--- src/rtl/mul16_seq_if.sv ---
// mul16_seq_if: start/busy/done handshake and operand/result bus of mul16_seq.
interface mul16_seq_if;
  logic        start;
  logic [15:0] a;
  logic [15:0] b;
  logic        busy;
  logic        done;
  logic [15:0] product;
  logic [15:0] product_hi;
  modport master (output start, a, b, input busy, done, product, product_hi);
  modport slave (input start, a, b, output busy, done, product, product_hi);
endinterface

--- src/rtl/mul16_seq.sv ---
// mul16_seq: 16-cycle shift-add 16x16 multiplier around add16; MUL16_FULL_PRODUCT_EN adds the high product half.
module add16 (
  input  logic [15:0] x_i,
  input  logic [15:0] y_i,
  output logic [15:0] s_o
);
  assign s_o = x_i + y_i;
endmodule

module mul16_seq (
  input logic         clk,
  input logic         rst_n,
  mul16_seq_if.slave  bus
);
`ifdef MUL16_FULL_PRODUCT_EN
  localparam int AW = 32;
`else
  localparam int AW = 16;
`endif
  typedef enum logic [1:0] {IDLE, RUN, DONE} state_t;
  state_t        state_q, state_d;
  logic [AW-1:0] acc_q, acc_d, mcand_q, mcand_d, sum;
  logic [15:0]   mplier_q, mplier_d, product_q, product_d, s_lo;
  logic [3:0]    cnt_q, cnt_d;
  logic          last;
  add16 u_lo (.x_i(acc_q[15:0]), .y_i(mcand_q[15:0]), .s_o(s_lo));
`ifdef MUL16_FULL_PRODUCT_EN
  logic        c;
  logic [15:0] t_hi, s_hi, product_hi_q;
  // carry out of the low adder recovered from its operand and sum msbs
  assign c = (acc_q[15] & mcand_q[15]) | ((acc_q[15] | mcand_q[15]) & ~s_lo[15]);
  add16 u_hi (.x_i(acc_q[31:16]), .y_i(mcand_q[31:16]), .s_o(t_hi));
  add16 u_cy (.x_i(t_hi), .y_i({15'd0, c}), .s_o(s_hi));
  assign sum = {s_hi, s_lo};
  always_ff @(posedge clk or negedge rst_n)
    if (!rst_n) product_hi_q <= '0;
    else if (last) product_hi_q <= acc_d[31:16];
  assign bus.product_hi = product_hi_q;
`else
  assign sum = s_lo;
  assign bus.product_hi = 16'h0000;
`endif
  assign last = (state_q == RUN) && (cnt_q == 4'd15);
  always_comb begin
    state_d   = state_q;
    acc_d     = acc_q;
    mcand_d   = mcand_q;
    mplier_d  = mplier_q;
    cnt_d     = cnt_q;
    product_d = product_q;
    if (state_q == RUN) begin
      acc_d    = mplier_q[0] ? sum : acc_q;
      mcand_d  = mcand_q << 1;
      mplier_d = mplier_q >> 1;
      cnt_d    = cnt_q + 4'd1;
      state_d  = last ? DONE : RUN;
      product_d = last ? acc_d[15:0] : product_q;
    end else if (bus.start) begin
      state_d  = RUN;
      acc_d    = '0;
      mcand_d  = AW'(bus.a);
      mplier_d = bus.b;
      cnt_d    = '0;
    end else begin
      state_d = IDLE;
    end
  end
  always_ff @(posedge clk or negedge rst_n)
    if (!rst_n) begin
      state_q   <= IDLE;
      acc_q     <= '0;
      mcand_q   <= '0;
      mplier_q  <= '0;
      cnt_q     <= '0;
      product_q <= '0;
    end else begin
      state_q   <= state_d;
      acc_q     <= acc_d;
      mcand_q   <= mcand_d;
      mplier_q  <= mplier_d;
      cnt_q     <= cnt_d;
      product_q <= product_d;
    end
  assign bus.busy    = state_q == RUN;
  assign bus.done    = state_q == DONE;
  assign bus.product = product_q;
endmodule

--- src/flat_wrapper.sv ---
// flat-port wrapper written by rule: the top's interface ports become plain ports
module mul16_seq_flat 
  (clk, rst_n, bus_start, bus_a, bus_b, bus_busy, bus_done, bus_product, bus_product_hi);
  mul16_seq_if bus_i ();
  input logic clk;
  input logic rst_n;
  input wire logic [$bits(bus_i.start)-1:0] bus_start;
  input wire logic [$bits(bus_i.a)-1:0] bus_a;
  input wire logic [$bits(bus_i.b)-1:0] bus_b;
  output wire logic [$bits(bus_i.busy)-1:0] bus_busy;
  output wire logic [$bits(bus_i.done)-1:0] bus_done;
  output wire logic [$bits(bus_i.product)-1:0] bus_product;
  output wire logic [$bits(bus_i.product_hi)-1:0] bus_product_hi;
  assign bus_i.start = bus_start;
  assign bus_i.a = bus_a;
  assign bus_i.b = bus_b;
  assign bus_busy = bus_i.busy;
  assign bus_done = bus_i.done;
  assign bus_product = bus_i.product;
  assign bus_product_hi = bus_i.product_hi;
  mul16_seq u_core (.clk(clk), .rst_n(rst_n), .bus(bus_i));
endmodule
--- config.mk ---
export PLATFORM = sky130hd
export DESIGN_NAME = mul16_seq_flat
export DESIGN_NICKNAME = d
export VERILOG_FILES = /design/src/rtl/mul16_seq_if.sv /design/src/rtl/mul16_seq.sv /design/src/flat_wrapper.sv
export SDC_FILE = /design/constraint.sdc
export NUM_CORES = 1
export LEC_CHECK = 0
export ABC_AREA = 1
export CAP_MARGIN = 20
export CORE_MARGIN = 4
export CORE_UTILIZATION = 30
export DETAILED_ROUTE_END_ITERATION = 7
export GPL_TIMING_DRIVEN = 0
export PLACE_DENSITY = 0.62
export SETUP_SLACK_MARGIN = 0.5
export SLEW_MARGIN = 20
export SYNTH_ARGS = -nofsm -noshare
export SYNTH_HDL_FRONTEND = slang
export SYNTH_SLANG_ARGS = --single-unit
--- constraint.sdc ---
create_clock -name clk -period 1.6 [get_ports clk]
set_input_delay 0.24 -clock clk [delete_from_list [all_inputs] [get_ports clk]]
set_output_delay 0.24 -clock clk [all_outputs]
set_load 0.005 [all_outputs]
==> flow_summary.json <==
{
  "outcome": "finished with violations",
  "violations": "negative setup slack",
  "drv_cap": 0,
  "track_usage": 0.1626,
  "cp-end-kind": "flip-flop",
  "wl_met1_mm": 5.339,
  "initial_core_util": 0.3114,
  "worstHoldEndpoint": "u_core.mplier_q[8]$_DFFE_PN0P_",
  "place_congestion": 0.8547,
  "boundaryPins": 69,
  "async_flop_share": 1.000,
  "p_total_mw": 13.07,
  "clock_latency_ns": 0.34,
  "tns_ns": -3.200,
  "dpl.hpwl_mm": 8.580,
  "clockRootBuffer": "clkbuf_16",
  "dieArea_mm2": 0.01592,
  "wirelength_mm": 13.03,
  "syn_avg_cell_area_um2": 7.859,
  "synthTopCellsByArea": "dfrtp_1, nand2_1, nand3_1",
  "crit_path_max_fanout": 3,
  "finClkSkew_ns": 0.009330,
  "tritoncts": "built",
  "vias": 4004,
  "synth_top_area_frac": 0.4182,
  "cellPowerDensity_mw_per_mm2": 2001,
  "clock_sinks": 70,
  "wl_per_cell_um": 15.53,
  "htree_num_levels": 3,
  "clk_pin_slew_ns": 0.05,
  "grt_pass1_vias": 4101,
  "rsz0062_at_grt": "true",
  "finalSetupViolCount": 20,
  "leakagePower_nw": 3.279,
  "fin_crit_ns": 1.910,
  "fmax_ghz": 0.5237,
  "synth_area_mm2": 0.004189,
  "met3_length_um": 625,
  "nNetsFinal": 710,
  "dpl_cell_area_mm2": 0.005025,
  "met2_length_mm": 6.722,
  "arrival_ns": 2.13,
  "worstSetupStartpointType": "flip-flop",
  "coreArea_mm2": 0.01345,
  "r2r-end": "u_core.bus.product[8]$_DFFE_PN0P_",
  "r2r_start": "u_core.mcand_q[0]$_DFFE_PN0P_",
  "die_w_um": 126.2,
  "area_growth_pct": 55.91,
  "worstMarginPinSlew_ns": 0.5354,
  "grt_max_degree": 37,
  "yosysSeqAreaShare": 0.4182,
  "cts_made_buffers": 9,
  "antenna_found_initial": 0,
  "path_class": "reg -> reg",
  "hold_viol": 0,
  "holdCritStartpoint": "bus_start",
  "ys.flop_type": "dfrtp_1",
  "relSlewSlack": 0.6430,
  "setup_ws_ns": -0.3096,
  "drt_iter0_markers": 186,
  "drtAntennaViolNets": 0,
  "synth_edf_count": 0,
  "die_h_um": 126.2,
  "n_fill_cell": 1249,
  "ff2ff_path_depth": 11,
  "numPortBuffers": 51,
  "drive_gt1_frac": 0.4223,
  "peakVddDrop_v": 0.0008534,
  "holdWs_ns": 0.2767,
  "cp.required_ns": 1.82,
  "postLayoutCellArea_mm2": 0.006531,
  "highest_layer": "met4",
  "ys_types": 40,
  "row_count": 42,
  "yosys_warnings": 0,
  "drc": 0,
  "grt_pass1_wl_mm": 20.78,
  "first_pass_iters": 4,
  "hold_depth": 3,
  "cts_buffer_depth": 2,
  "finalCritPeriodShare": 1.194,
  "grt_overflow": 0,
  "n_antenna_cell": 0,
  "viasPerCell": 4.772,
  "synth_seq_cells": 70,
  "hp-class": "in -> reg",
  "slew_violations": 0,
  "synth_cells": 533,
  "rrSetupSlack_ns": -0.31,
  "yosysTopAreaCell": "dfrtp_1"
}
metrics by stage:
stage          cells  setup slack, ns    util
2_1_floorplan    548         -0.05585       -
3_3_place_gp     775           -2.103  0.3722
3_5_place_dp     776          -0.3426  0.3735
4_1_cts          828          -0.2695  0.4640
5_1_grt          839          -0.3950  0.4855
6_report         839          -0.3096  0.4855
cells by family (layout without fill, tap and decap cells):
family,after synthesis,count (layout),synth area share
fa+ha+maj,17,17,0.05257
xor+xnor,5,5,0.01046
flops,70,70,0.4182
simple gates,280,280,0.3109
other cells,1,16,0.0008952
buf+inv,105,220,0.1225
compound gates,55,55,0.08453
worst max path at each step:
stage	start	to	cells after the start
after floorplan	u_core.mcand_q[0]$_DFFE_PN0P_	u_core.acc_q[8]$_DFFE_PN0P_	11
after global placement	rst_n	u_core.bus.product[6]$_DFFE_PN0P_	1
after detailed placement	u_core.mcand_q[0]$_DFFE_PN0P_	u_core.bus.product[8]$_DFFE_PN0P_	11
after CTS	u_core.mcand_q[0]$_DFFE_PN0P_	u_core.bus.product[8]$_DFFE_PN0P_	11
after global routing	u_core.mcand_q[0]$_DFFE_PN0P_	u_core.bus.product[14]$_DFFE_PN0P_	12
final	u_core.mcand_q[0]$_DFFE_PN0P_	u_core.bus.product[8]$_DFFE_PN0P_	11
synth_stat cells, types with 2 or more instances:
cell type	count
nor2_1	14
buf_4	17
o21ai_1	12
nand2_2	9
inv_2	6
clkbuf_8	2
xnor2_1	3
o211ai_1	7
a21oi_1	7
xor2_1	2
buf_1	2
buf_2	10
inv_1	59
o221ai_1	13
nand2_1	156
o21ai_0	11
nand3_1	75
clkbuf_1	6
ha_1	16
nand3_2	6
or2_2	8
o22ai_1	2
nor3_2	3
buf_6	2
dfrtp_1	70
what timing repair did:
item | in CTS | in global routing
resized for setup | 224 | 53
hold buffers | 1 | 0
setup buffers | 28 | 11
endpoints found under the hold margin | 34 | 0
pin swaps | 21 | 24
endpoints found under the setup margin | 87 | 81
gates cloned | 7 | 0
area by class of cell:
cell class / count / area, um^2 / area share
Inverter: 66 / 265.3 / 0.04061
Multi-Input combinational cell: 373 / 2723 / 0.4169
Tap cell: 176 / 220.2 / 0.03372
Sequential cell: 70 / 1754 / 0.2686
Clock inverter: 4 / 23.77 / 0.003640
Buffer: 39 / 364.1 / 0.05575
Clock buffer: 12 / 236.5 / 0.03621
Timing Repair Buffer: 99 / 944.7 / 0.1446
per-layer routing:
metal / track usage / vias up
li1: - / 1959
met1: 0.1946 / 1903
met2: 0.2876 / 114
met3: 0.03175 / 28
met4: 0.06246 / 0
met5: 0 / -
where the power goes:
| part | internal (mW) | total (mW) | switching [mW] | leakage, nW |
|---|---|---|---|---|
| Combinational | 3.80 | 8.12 | 4.32 | 2.26 |
| Clock | 1.04 | 1.80 | 0.751 | 0.130 |
| Sequential | 2.49 | 3.15 | 0.659 | 0.891 |
| Total | 7.34 | 13.1 | 5.73 | 3.28 |
worst max-delay path: stages (launching register included):
cell and delay [ns]:
dfrtp_1 0.40, ha_2 0.21, fa_2 0.35, nand2_2 0.08, nand2_2 0.06, and2_4 0.16
nand2_2 0.06, nand2_2 0.06, xnor2_2 0.18, nand2_1 0.11, nand3_1 0.10, nand2_1 0.05
state kept, by name, summed over array words and instances (netlist names):
signal,flops
u_core.acc_q,16
u_core.bus.product,16
u_core.mcand_q,16
u_core.mplier_q,16
u_core.cnt_q,4
u_core.state_q,2
cells in the final DEF (no fill, tap or decap), types with 3 or more instances in the layout:
cell	instances
nand2_1	112
dfrtp_1	68
inv_1	56
nand3_1	47
buf_4	44
nand3_2	33
nand2_2	32
clkdlybuf4s50_1	32
nand2_4	20
buf_2	18
buf_6	18
conb_1	16
o21ai_1	15
ha_4	13
o221ai_2	12
clkbuf_16	10
nor2_1	10
buf_8	8
or2_2	8
o211ai_1	7
o21ai_2	7
inv_2	6
nor2_4	4
clkbuf_1	4
a21oi_1	4
buf_12	3
clkbuf_4	3
clkbuf_2	3
nor3_2	3
a21oi_2	3
clkinv_2	3
Note: power is estimated with default switching activity, not from simulation.
